[config.mk]
export PLATFORM = sky130hd
export DESIGN_NAME = alu_result_queue
export DESIGN_NICKNAME = d
export VERILOG_FILES = /design/src/rtl/alu_pkg.sv /design/src/rtl/alu_flag_gen.sv /design/src/rtl/alu_result_queue.sv
export SDC_FILE = /design/constraint.sdc
export NUM_CORES = 1
export LEC_CHECK = 0
export CORE_MARGIN = 2
export CORE_UTILIZATION = 45
export CTS_CLUSTER_SIZE = 12
export DETAILED_ROUTE_END_ITERATION = 8
export PLACE_DENSITY = 0.7
export SLEW_MARGIN = 20
export SYNTH_ARGS = -nofsm -noshare
export SYNTH_HDL_FRONTEND = slang
export SYNTH_SLANG_ARGS = --single-unit
[constraint.sdc]
create_clock -name clk -period 1.8 [get_ports clk]
set_input_delay 0.27 -clock clk [delete_from_list [all_inputs] [get_ports clk]]
set_output_delay 0.27 -clock clk [all_outputs]
set_load 0.1 [all_outputs]
[src/rtl/alu_pkg.sv]
// alu_pkg
// Definitions shared by the ALU result queue and its flag generator.
//   - 3-bit ALU command encodings (CMD_*)
//   - bit positions of the 4-bit flag vector {zero, negative, carry, overflow}
//   - is_arith(): true for commands whose carry/overflow outputs are meaningful
package alu_pkg;

    localparam logic [2:0] CMD_ADD  = 3'd0;
    localparam logic [2:0] CMD_SUB  = 3'd1;
    localparam logic [2:0] CMD_XOR  = 3'd2;
    localparam logic [2:0] CMD_SLT  = 3'd3;
    localparam logic [2:0] CMD_AND  = 3'd4;
    localparam logic [2:0] CMD_NAND = 3'd5;
    localparam logic [2:0] CMD_NOR  = 3'd6;
    localparam logic [2:0] CMD_OR   = 3'd7;

    localparam int FLAG_ZERO  = 3;
    localparam int FLAG_NEG   = 2;
    localparam int FLAG_CARRY = 1;
    localparam int FLAG_OVF   = 0;

    // Only ADD and SUB produce a meaningful carry or overflow. SLT uses the
    // subtractor internally, but its carry/overflow are not architectural.
    function automatic logic is_arith(input logic [2:0] command);
        return (command == CMD_ADD) || (command == CMD_SUB);
    endfunction

endpackage

[src/rtl/alu_flag_gen.sv]
// alu_flag_gen
// Combinational flag derivation for one ALU result.
// Ports:
//   result    [WIDTH-1:0] in   ALU result
//   carryout             in   raw ALU carryout
//   overflow             in   raw ALU overflow
//   command   [2:0]      in   command that produced the result
//   flags     [3:0]      out  {zero, negative, carry, overflow}
module alu_flag_gen
    import alu_pkg::*;
#(
    parameter int WIDTH = 32
) (
    input  logic [WIDTH-1:0] result,
    input  logic             carryout,
    input  logic             overflow,
    input  logic [2:0]       command,
    output logic [3:0]       flags
);

    always_comb begin
        flags             = '0;
        flags[FLAG_ZERO]  = (result == '0);
        flags[FLAG_NEG]   = result[WIDTH-1];
        flags[FLAG_CARRY] = carryout && is_arith(command);
        flags[FLAG_OVF]   = overflow && is_arith(command);
    end

endmodule

[src/rtl/alu_result_queue.sv]
// alu_result_queue
// Valid/ready FIFO holding ALU results plus derived flags between the execute
// stage and a consumer that may stall. Entries are presented strictly in order
// with no empty-queue bypass.
// Optional feature macro: ALU_STICKY_FLAGS_EN (accumulating sticky flag register).
// Ports:
//   clk, reset_n                     clock, asynchronous active-low reset
//   in_valid / in_ready              producer handshake (in_ready is registered)
//   in_result, in_carryout,
//   in_overflow, in_command          ALU outputs captured at push
//   out_valid / out_ready            consumer handshake
//   out_result, out_flags            head entry {zero, negative, carry, overflow}
//   count                            current occupancy
//   sticky_flags, flag_clear         accumulated flags and their clear
module alu_result_queue
    import alu_pkg::*;
#(
    parameter int WIDTH = 32,
    parameter int DEPTH = 4
) (
    input  logic                     clk,
    input  logic                     reset_n,
    input  logic                     in_valid,
    output logic                     in_ready,
    input  logic [WIDTH-1:0]         in_result,
    input  logic                     in_carryout,
    input  logic                     in_overflow,
    input  logic [2:0]               in_command,
    output logic                     out_valid,
    input  logic                     out_ready,
    output logic [WIDTH-1:0]         out_result,
    output logic [3:0]               out_flags,
    output logic [$clog2(DEPTH):0]   count,
    output logic [3:0]               sticky_flags,
    input  logic                     flag_clear
);

    localparam int PTR_W = $clog2(DEPTH);
    localparam int CNT_W = PTR_W + 1;
    localparam logic [CNT_W-1:0] DEPTH_C = CNT_W'(DEPTH);

    logic [WIDTH-1:0] result_mem [DEPTH];
    logic [3:0]       flag_mem   [DEPTH];
    logic [PTR_W-1:0] wr_ptr;
    logic [PTR_W-1:0] rd_ptr;
    logic [CNT_W-1:0] count_next;
    logic [3:0]       push_flags;
    logic             push;
    logic             pop;

    alu_flag_gen #(.WIDTH(WIDTH)) u_flag_gen (
        .result   (in_result),
        .carryout (in_carryout),
        .overflow (in_overflow),
        .command  (in_command),
        .flags    (push_flags)
    );

    assign out_valid  = (count != '0);
    assign push       = in_valid && in_ready;
    assign pop        = out_valid && out_ready;
    assign out_result = result_mem[rd_ptr];
    assign out_flags  = flag_mem[rd_ptr];

    always_comb begin
        count_next = count;
        case ({push, pop})
            2'b10:   count_next = count + CNT_W'(1);
            2'b01:   count_next = count - CNT_W'(1);
            default: count_next = count;
        endcase
    end

    // in_ready is computed from the next occupancy so it is registered yet
    // still equals (count < DEPTH) every cycle after the first post-reset edge.
    // Pointers wrap naturally because DEPTH is a power of two.
    always_ff @(posedge clk or negedge reset_n) begin
        if (!reset_n) begin
            wr_ptr   <= '0;
            rd_ptr   <= '0;
            count    <= '0;
            in_ready <= 1'b0;
            for (int i = 0; i < DEPTH; i++) begin
                result_mem[i] <= '0;
                flag_mem[i]   <= '0;
            end
        end else begin
            if (push) begin
                result_mem[wr_ptr] <= in_result;
                flag_mem[wr_ptr]   <= push_flags;
                wr_ptr             <= wr_ptr + PTR_W'(1);
            end
            if (pop) begin
                rd_ptr <= rd_ptr + PTR_W'(1);
            end
            count    <= count_next;
            in_ready <= (count_next < DEPTH_C);
        end
    end

`ifdef ALU_STICKY_FLAGS_EN
    // A clear coinciding with a push leaves exactly that entry's flags.
    always_ff @(posedge clk or negedge reset_n) begin
        if (!reset_n) begin
            sticky_flags <= '0;
        end else if (flag_clear) begin
            sticky_flags <= push ? push_flags : 4'b0000;
        end else if (push) begin
            sticky_flags <= sticky_flags | push_flags;
        end
    end
`else
    logic unused_flag_clear;
    assign unused_flag_clear = flag_clear;
    assign sticky_flags      = 4'b0000;
`endif

endmodule

==> results of run 1 <==
[stage by stage]
| stage | utilization (%) | setup TNS (ps) | instance area, sq um | hold WS (ps) |
|---|---|---|---|---|
| 2_1_floorplan | - | -817 | 6860 | -25.6 |
| 3_3_place_gp | 58.1 | -780 | 8500 | 207 |
| 3_5_place_dp | 58.1 | -1190 | 8500 | 224 |
| 4_1_cts | 63.0 | -11150 | 9220 | 343 |
| 5_1_grt | 63.1 | -12970 | 9240 | 359 |
| 6_report | 63.1 | -10570 | 9240 | 333 |
[state kept, by name, summed over array words and instances, names as in the netlist, named ones only]
register    flops
count           2
result_mem    124
flag_mem       16
in_ready        1
wr_ptr          2
rd_ptr          2
[path summary, 6_finish.rpt]
kind	endpoint	slack, ps	cells after the start
max in group asynchronous	result_mem[8]	820	3
min in group clk	flag_mem[9]	480	2
setup / recovery	out_flags[2]	-340	4
hold / removal	result_mem[91]	330	2
hold reg to reg	flag_mem[9]	480	2
setup reg to reg	register	-100	6
[final cells by class]
| type | count | area [sq um] | share of cell area, % |
|---|---|---|---|
| Timing Repair Buffer | 134 | 1770 | 19.2 |
| Sequential cell | 148 | 3720 | 40.2 |
| Clock buffer | 21 | 470 | 5.09 |
| Clock inverter | 11 | 150 | 1.62 |
| Tap cell | 184 | 230 | 2.49 |
| Inverter | 2 | 7.51 | 0.0812 |
| Multi-Input combinational cell | 228 | 2900 | 31.3 |
[logic make-up after synthesis]
logic type	synth area share, %
xor gates and xnor gates	0.900
and+or+nand+nor	2.30
AOI/OAI and AO/OA	1.16
muxes	36.1
buffers and inverters	3.89
other	0.0550
DFF	54.4
adders and majority gates	1.21
[routing by layer]
| layer | vias to the layer above | GRT usage [%] | routed length, um |
|---|---|---|---|
| met1 | 2094 | 26.4 | 6470 |
| li1 | 1739 | - | - |
| met5 | - | 0 | 0 |
| met3 | 20 | 5.32 | 708 |
| met2 | 95 | 31.8 | 7280 |
| met4 | 0 | 5.43 | 158 |
[placed cells by master (no fill, tap or decap), types with 8 or more instances in the layout]
| cell | n |
|---|---|
| dfrtp_1 | 142 |
| mux2_2 | 74 |
| mux2_4 | 56 |
| buf_12 | 51 |
| buf_4 | 40 |
| clkdlybuf4s50_1 | 38 |
| mux4_2 | 35 |
| clkbuf_16 | 17 |
| nand2_1 | 16 |
| o21ai_0 | 8 |
| nor4_1 | 8 |
[what timing repair did]
action / CTS / global route
buffers inserted: 6 / 2
cloned: 1 / 0
endpoints found under the hold margin: 39 / 0
gates resized for setup: 4 / 2
pin swaps: 5 / 2
hold buffers: 1 / 0
setup endpoints to repair: 39 / 40
==> results by group, run 1 <==
Flow run
  – Max Cap Violations: 0

Routing
  – Vias per Instance: 5.42
  – Wire per inst: 20.1 um
  – First drt pass iteration count: 5
  – Drc violations: 0
  – Via Count: 3,948
  – Final ANT Viol Nets: 0
  – Drt total wl: 14,600 um
  – Initial DRC count: 227

Critical path
  – Origin of the critical flop-to-flop path: count[0]
  – Most frequent CP cell: buf_12
  – Slowest CP cell: mux4_2
  – Critical path's top delay family: multiplexers
  – Crit Path Class: register to primary output
  – Element type at the critical path end: primary output
  – CP Cell Sequence: buf_4 > buf_12 > mux4_2 > buf_12
  – Setup crit start kind: register
  – Max incr delay on CP: 600 ps
  – Worst EP arrival: 1870 ps
  – Setup crit start: rd_ptr[0]
  – Worst-path fanout max: 9
  – Bufs and invs on worst path: 3
  – Crit path required time: 1530 ps

Synthesis
  – Mapped Cells: 404
  – Synth Register Bits: 148
  – Post-synth EDFFs: 0
  – Leading area contributor after synthesis: dfrtp_1
  – Post-synthesis sequential area ratio: 54.4%
  – Yosys Warn Count: 0
  – Async set-or-reset flop fraction in the synthesized netlist: 100%
  – Post-synth top flop: dfrtp_1
  – Synth cell count leaders: dfrtp_1, mux2_2, mux2_4
  – Netlist cell types: 22
  – Synth area leaders: dfrtp_1, mux2_4, mux2_2
  – Cell area after synthesis: 6810 sq um
  – Yosys top cell area share: 54.4%
  – Most frequent cell after synthesis: dfrtp_1
  – Syn Area/Cell: 16.9 sq um

GRT
  – First-pass GRT wire length: 24,200 um
  – Pin count of the biggest net entering global routing: 61
  – Remaining global-route overflow: 0
  – Antenna violations before repair: 0
  – Vias in the first global route: 4,479
  – GRT Overall Usage: 19.6%

STA
  – Max Fclk: 466 MHz
  – Setup repair after global routing missed its margin: yes
  – Final Max Tran Viols: 0
  – Final worst-path cycle share: 119%
  – Crit path time final: 2140 ps
  – Clock Skew: 9.12 ps
  – Final setup viols: 39
  – Final Hold Vio Count: 0
  – Final worst slack: -344 ps

Placement
  – Port buffer count: 80
  – Placed cells: 686
  – Post-DP HPWL: 9450 um
  – Placer's final routability congestion estimate: 0.791
  – Place WS: -221 ps

Clocking
  – H-tree Lvls: 4
  – Root buf cell: clkbuf_16
  – Clock Path Buffers: 2
  – Inserted Clock Buffers: 17
  – CTS tree: done
  – Clk slew on worst S/H paths: 60 ps
  – Clock sinks: 148
  – Worst-Skew Late Latency: 430 ps

Status
  – Status: finished with violations
  – Failing checks: setup timing

Floorplanning
  – Width of the die: 127 um
  – Num ports: 87
  – Initial Util: 46.5%
  – FP Rows: 44
  – Core box area: 14,600 sq um
  – Die Y: 127 um
  – Die area: 16,100 sq um

Final layout
  – Layout Cells excl Fill: 728
  – Share of cells above drive strength 1: 56.3%
  – Fill cell count: 1,063
  – Layout net count: 579
  – Area grow syn2layout: 35.7%
  – Antenna cells: 0

Hold path
  – Worst Hold Class: primary input to asynchronous set/reset pin
Power of run 1 is left out: the tool's default activity adds up to more than one toggle a clock period on the data nets, which glitch-free logic cannot reach.
==> run 2, diff against run 1 <==
--- a/config.mk
+++ b/config.mk
@@ -5,12 +5,13 @@
 export SDC_FILE = /design/constraint.sdc
 export NUM_CORES = 1
 export LEC_CHECK = 0
-export CORE_MARGIN = 2
+export CORE_MARGIN = 3
 export CORE_UTILIZATION = 45
 export CTS_CLUSTER_SIZE = 12
 export DETAILED_ROUTE_END_ITERATION = 8
-export PLACE_DENSITY = 0.7
+export PLACE_DENSITY = 0.69
 export SLEW_MARGIN = 20
 export SYNTH_ARGS = -nofsm -noshare
 export SYNTH_HDL_FRONTEND = slang
+export SYNTH_HIERARCHICAL = 1
 export SYNTH_SLANG_ARGS = --single-unit
==> run 2 against run 1 <==
Compared with the run above: wire length grew 2.6%; worst hold slack got worse by 5.0 ps; via count decreased by 0.71%; the flow still finishes with violations (setup timing); largest cell class unchanged; register-to-register slack got worse by 140 ps.
==> results by group, run 2 <==
Synthesis
  – Synth Register Bits: 152 (+2.7%)
  – Leading area contributor after synthesis: dfrtp_1
  – Netlist cell types: 24 (+9.1%)
  – Post-synth top flop: dfrtp_1
  – Async set-or-reset flop fraction in the synthesized netlist: 100% (unchanged)
  – Synth area leaders: dfrtp_1, mux2_2, mux4_2
  – Yosys top cell area share: 54.3% (about the same)
  – Cell area after synthesis: 7000 sq um (+2.8%)
  – Most frequent cell after synthesis: dfrtp_1
  – Syn Area/Cell: 17.6 sq um (+4.1%)
  – Synth cell count leaders: dfrtp_1, mux2_2, mux4_2
  – Post-synthesis sequential area ratio: 54.3% (about the same)
  – Mapped Cells: 399 (-1.2%)
  – Post-synth EDFFs: 0 (unchanged)
  – Yosys Warn Count: 6 (+6)

Floorplanning
  – Initial Util: 47.1% (+0.58 points)
  – Num ports: 87 (unchanged)
  – Width of the die: 131 um (+2.9%)
  – Core box area: 14,900 sq um (+1.5%)
  – Die Y: 131 um (+2.9%)
  – FP Rows: 44 (unchanged)
  – Die area: 17,100 sq um (+5.9%)

STA
  – Max Fclk: 468 MHz (+0.38%)
  – Final Hold Vio Count: 0 (unchanged)
  – Setup repair after global routing missed its margin: yes
  – Final worst-path cycle share: 119% (-0.45 points)
  – Final setup viols: 40 (+2.6%)
  – Crit path time final: 2140 ps (-8.18 ps)
  – Final Max Tran Viols: 0 (unchanged)
  – Clock Skew: 5.50 ps (-3.61 ps)
  – Final worst slack: -336 ps (+8.18 ps)

Placement
  – Placer's final routability congestion estimate: 0.726 (-8.2%)
  – Post-DP HPWL: 9780 um (+3.5%)
  – Port buffer count: 80 (unchanged)
  – Dpl cell area: 8770 sq um (+3.2%)

Final layout
  – Most frequent cells in the layout: dfrtp_1, mux2_2, buf_12
  – Area grow syn2layout: 36.7%
  – Fill cell count: 1,070 (+0.66%)
  – Layout net count: 583 (+0.69%)
  – Largest registers: result_mem: 128 flops, flag_mem: 16 flops
  – Share of cells above drive strength 1: 60.4% (+4.2 points)
  – Largest Register: result_mem
  – Max FFs per register: 128 (+3.2%)
  – Antenna cells: 0 (unchanged)
  – Final Cell Area: 9570 sq um (+3.6%)
  – Commonest non-fill, non-tap cell in the layout: dfrtp_1

Clocking
  – Clock sinks: 152 (+2.7%)
  – Clock Path Buffers: 2 (unchanged)
  – Inserted Clock Buffers: 17 (unchanged)
  – Clk slew on worst S/H paths: 60 ps (about the same)
  – CTS tree: done
  – H-tree Lvls: 4 (unchanged)
  – Root buf cell: clkbuf_16
  – Worst-Skew Late Latency: 430 ps (about the same)

Critical path
  – Element type at the critical path end: primary output
  – Setup crit start kind: register
  – Crit Path Class: register to primary output
  – Worst EP arrival: 1870 ps (about the same)
  – Crit path required time: 1530 ps (about the same)
  – Setup crit start: rd_ptr[0]
  – Worst-path fanout max: 7 (-2)

GRT
  – Top Usage Layer GRT: met2
  – Remaining global-route overflow: 0 (unchanged)
  – Antenna violations before repair: 0 (unchanged)
  – First-pass GRT wire length: 23,900 um (-1.4%)
  – Vias in the first global route: 4,476 (-0.067%)
  – Pin count of the biggest net entering global routing: 58 (-4.9%)
  – Met2 Resource Use GR: 29.8% (-2.1 points)
  – GR Util met3: 4.72% (-0.60 points)
  – GRT Overall Usage: 18.5% (-1.1 points)
  – M1 GR Usage: 25.3% (-1.1 points)

Hold path
  – Worst Hold Class: primary input to asynchronous set/reset pin

Routing
  – First drt pass iteration count: 4 (-1)
  – Wire per inst: 20.5 um (+2.1%)
  – Drc violations: 0 (unchanged)
  – Via Count: 3,920 (-0.71%)
  – Initial DRC count: 182 (-20%)
  – Final ANT Viol Nets: 0 (unchanged)
  – Vias per Instance: 5.36 (-1.3%)
  – Drt total wl: 15,000 um (+2.6%)

Flow run
  – Max Cap Violations: 0 (unchanged)

Status
  – Failing checks: setup timing
  – Status: finished with violations
[run 2: cell types whose count changed in the layout (fill, tap and decap cells not counted), sizes merged, moves of 4 or more]
cell   before  now
buf        95   99
dfrtp     148  152
mux2      130  146
nand2      16    1
o21ai       8    0
o31ai       4    0
[run 2: final cells by class]
class	count	area, sq um	area share (%)
Inverter	2	7.51	0.0784
Clock buffer	21	460	4.81
Clock inverter	11	146	1.53
Sequential cell	152	3820	39.9
Tap cell	184	230	2.40
Multi-Input combinational cell	221	2960	30.9
Timing Repair Buffer	141	1950	20.4
[run 2: cells by family (layout without fill, tap and decap cells)]
| family | after synthesis | count (layout) | share of synthesized area (%) |
|---|---|---|---|
| adders and majority gates | 6 | 6 | 1.18 |
| other | 1 | 4 | 0.0535 |
| DFF | 152 | 152 | 54.3 |
| and+or+nand+nor | 22 | 22 | 2.68 |
| buffers and inverters | 29 | 175 | 3.97 |
| xor gates and xnor gates | 7 | 7 | 0.875 |
| muxes | 182 | 182 | 36.9 |
[run 2: path summary, 6_finish.rpt]
check	end	slack (ps)	cells past startpoint
max in group asynchronous	flag_mem[3]	800	3
worst min-delay path	result_mem[103]	330	2
worst max-delay path	out_result[3]	-340	4
min in group clk	rd_ptr[1]	490	3
worst max register to register	register	-240	7
worst min register to register	result_mem[56]	500	1
[run 2: per-stage QoR]
step	instances	setup slack [ps]	util [%]	hold WS (ps)	setup TNS (ps)
final	732	-336	64.4	328	-11820
after detailed placement	690	-264	59.0	219	-1340
after global placement	690	-236	59.0	214	-1170
after global routing	732	-386	64.4	361	-14010
after floorplan	402	-626	-	-25.6	-1860
after CTS	725	-352	63.3	338	-12270
[run 2: timing repair]
item                       4_1_cts  5_1_grt
hold endpoints to repair        40        0
gates resized for setup          2        8
hold buffers                     1        0
setup endpoints to repair       40       40
pin swaps                        6        1
buffers inserted                 2        3
gates cloned                     0        4
[run 2: critical path, cell delays in order, from the launching register on]
cell and delay (ps):
dfrtp_2 370, buf_12 160, clkbuf_16 170, mux4_2 550
buf_12 190
[run 2: metal layers]
metal,vias to the layer above,part of all wire [%]
met4,0,1.0
met3,12,3.8
li1,1765,-
met2,84,49
met5,-,0
met1,2059,46
Power of run 2 is left out for the same reason.
==> run 3, diff against run 2 <==
--- a/config.mk
+++ b/config.mk
@@ -5,11 +5,13 @@
 export SDC_FILE = /design/constraint.sdc
 export NUM_CORES = 1
 export LEC_CHECK = 0
+export ABC_AREA = 1
 export CORE_MARGIN = 3
 export CORE_UTILIZATION = 45
 export CTS_CLUSTER_SIZE = 12
 export DETAILED_ROUTE_END_ITERATION = 8
 export PLACE_DENSITY = 0.69
+export SETUP_SLACK_MARGIN = 0.4
 export SLEW_MARGIN = 20
 export SYNTH_ARGS = -nofsm -noshare
 export SYNTH_HDL_FRONTEND = slang
==> run 3 against run 2 <==
Compared with the run above: global-route usage is 6.8 points higher; maximum frequency is 1.3% higher; die area up 2.6%; the run still ends with setup timing left; non-clock buffer count grew 32; via count rose by 88%; utilization up 17 points; sequential share of layout area down 9.3 points; synthesized cell count grew 110%; largest cell class is now multi-input gates; first-iteration DRC count increased to 4.9 times the previous value; cell area rose by 31%; worst setup slack gained 27 ps; worst hold slack better by 1.6 ps.
==> results by group, run 3 <==
Status
  – Status: finished with violations
  – Failing checks: setup timing

Routing
  – Wire per inst: 24.5 um (+20%)
  – Drt total wl: 29,600 um (+97%)
  – Vias per Instance: 6.11 (+14%)
  – Drc violations: 0 (unchanged)
  – First drt pass iteration count: 5 (+1)
  – Final ANT Viol Nets: 0 (unchanged)
  – Initial DRC count: 898 (+390%)
  – Via Count: 7,364 (+88%)

STA
  – Final worst-path cycle share: 117% (-1.5 points)
  – Clock Skew: 4.81 ps (-0.690 ps)
  – Final Hold Vio Count: 0 (unchanged)
  – Max Fclk: 474 MHz (+1.3%)
  – Setup repair after global routing missed its margin: yes
  – Final worst slack: -309 ps (+27.4 ps)
  – Final Max Tran Viols: 0 (unchanged)
  – Final setup viols: 36 (-10%)
  – Crit path time final: 2110 ps (-27.4 ps)
  – Setup TNS: -8950 ps (+2880 ps)

Critical path
  – RR Endpoint: in_ready
  – Origin of the critical flop-to-flop path: count[1]
  – Crit path capture: out_result[21]
  – Crit path required time: 1530 ps (about the same)
  – Worst EP arrival: 1840 ps (-30 ps)
  – Element type at the critical path end: primary output
  – Setup crit start: rd_ptr[0]
  – Critical path depth: 6 (+2)
  – Slowest CP cell: dfrtp_2
  – Register-to-register setup slack: 70 ps (+310 ps)
  – CP Cell Sequence: buf_12 > nor2_1 > nor2_1 > o21ai_2 > o21ai_4 > buf_12
  – Critical path's top delay family: flip-flops
  – Worst-path fanout max: 26 (+19)
  – Worst reg2reg path depth: 12 (+5)
  – Max incr delay on CP: 490 ps (-60 ps)
  – Bufs and invs on worst path: 2 (-1)
  – Crit Path Class: register to primary output
  – Setup crit start kind: register

Clocking
  – Root buf cell: clkbuf_16
  – Worst-Skew Late Latency: 440 ps (about the same)
  – H-tree Lvls: 4 (unchanged)
  – Inserted Clock Buffers: 17 (unchanged)
  – Clock sinks: 152 (unchanged)
  – CTS tree: done
  – Clk slew on worst S/H paths: 60 ps (about the same)
  – Clock Path Buffers: 2 (unchanged)

Synthesis
  – Synth Register Bits: 152 (unchanged)
  – Post-synthesis sequential area ratio: 52.9% (-1.4 points)
  – Netlist cell types: 25 (+4.2%)
  – Mapped Cells: 828 (+110%)
  – Leading area contributor after synthesis: dfrtp_1
  – Post-synth EDFFs: 0 (unchanged)
  – Synth cell count leaders: nand2_1, dfrtp_1, o21ai_1
  – Most frequent cell after synthesis: nand2_1
  – Cell area after synthesis: 7190 sq um (+2.7%)
  – Async set-or-reset flop fraction in the synthesized netlist: 100% (unchanged)
  – Yosys top cell area share: 52.9% (-1.4 points)
  – Synth area leaders: dfrtp_1, o21ai_1, nand2_1
  – Syn Area/Cell: 8.69 sq um (-51%)
  – Post-synth top flop: dfrtp_1
  – Yosys Warn Count: 6 (unchanged)

Final layout
  – Antenna cells: 0 (unchanged)
  – Area grow syn2layout: 73.8%
  – Share of cells above drive strength 1: 46.6% (-14 points)
  – Layout net count: 1,031 (+77%)
  – Most frequent cells in the layout: dfrtp_1, nand2_1, nor2_1
  – Largest registers: result_mem: 128 flops, flag_mem: 16 flops
  – Largest Register: result_mem
  – Max FFs per register: 128 (unchanged)
  – Commonest non-fill, non-tap cell in the layout: dfrtp_1

Placement
  – Placer's final routability congestion estimate: 0.773 (+6.4%)
  – Post-DP HPWL: 10,600 um (+8.3%)
  – Port buffer count: 80 (unchanged)

GRT
  – Vias in the first global route: 6,602 (+47%)
  – Antenna violations before repair: 0 (unchanged)
  – Pin count of the biggest net entering global routing: 42 (-28%)
  – GRT Overall Usage: 25.3% (+6.8 points)
  – First-pass GRT wire length: 34,900 um (+46%)
  – Remaining global-route overflow: 0 (unchanged)

Floorplanning
  – Width of the die: 132 um (+1.3%)
  – FP Rows: 45 (+2.3%)
  – Initial Util: 46.6% (-0.49 points)
  – Core box area: 15,400 sq um (+3.8%)
  – Die Y: 132 um (+1.3%)
  – Die area: 17,500 sq um (+2.6%)
  – Num ports: 87 (unchanged)

Flow run
  – Max Cap Violations: 0 (unchanged)

Hold path
  – Worst Hold Class: primary input to asynchronous set/reset pin
==> run 3: changes by cell type in the layout (fill, tap and decap cells not counted), sizes merged, moves of 20 or more <==
cell   delta
buf      +20
nor2    +127
nand2   +186
o21ai   +254
inv      +46
mux2    -146
mux4     -36
==> run 3: timing repair <==
action | 4_1_cts | 5_1_grt
pin swaps | 47 | 48
cloned | 15 | 33
endpoints found under the setup margin | 125 | 163
endpoints found under the hold margin | 33 | 0
buffers inserted | 18 | 16
hold buffers | 1 | 0
gates resized for setup | 122 | 181
==> run 3: cell type report <==
| type | instances | area, sq um |
|---|---|---|
| Timing Repair Buffer | 173 | 2910 |
| Multi-Input combinational cell | 589 | 4660 |
| Tap cell | 211 | 264 |
| Clock buffer | 23 | 488 |
| Sequential cell | 152 | 3820 |
| Fill cell | 803 | 2930 |
| Inverter | 50 | 234 |
| Clock inverter | 8 | 119 |
==> run 3: metrics by stage <==
step	util, %	std cells	hold slack [ps]	worst slack, ps	area, sq um
2_1_floorplan	-	831	-25.6	-366	8210
3_3_place_gp	61.2	1092	207	36.6	9440
3_5_place_dp	61.2	1092	207	10.2	9440
4_1_cts	71.8	1157	334	-248	11100
5_1_grt	81.0	1206	352	-329	12500
6_report	81.0	1206	330	-309	12500
==> run 3: worst min path at each step <==
| stage | start | end | depth (start not counted) |
|---|---|---|---|
| floorplan | reset_n | flag_mem[0] | 0 |
| global placement | reset_n | result_mem[101] | 1 |
| detailed placement | reset_n | result_mem[70] | 1 |
| CTS | reset_n | result_mem[74] | 2 |
| global route | reset_n | result_mem[73] | 2 |
| finish | reset_n | result_mem[5] | 2 |
==> run 3: worst reg2reg max path, delay by kind of cell, from the launching register on <==
kind,cells,cell delay (ps)
fa+ha+maj,2,530
buf+inv,4,230
flops,1,490
simple gates,6,380
==> run 3: metal layers <==
layer	vias to the layer above	wire (um)	global-route usage, %
met5	-	0	0
met4	0	1630	8.26
met3	149	2630	6.08
met2	493	14400	41.1
met1	3680	10900	33.6
li1	3042	-	-
==> run 3: cell families after synthesis <==
logic type / after synthesis / share of synthesized area (%)
buffers and inverters: 105 / 9.17
and+or+nand+nor: 308 / 16.9
DFF: 152 / 52.9
other: 1 / 0.0521
adders and majority gates: 6 / 1.15
xor gates and xnor gates: 2 / 0.244
AOI/OAI and AO/OA: 254 / 19.7
Power of run 3 is left out for the same reason.
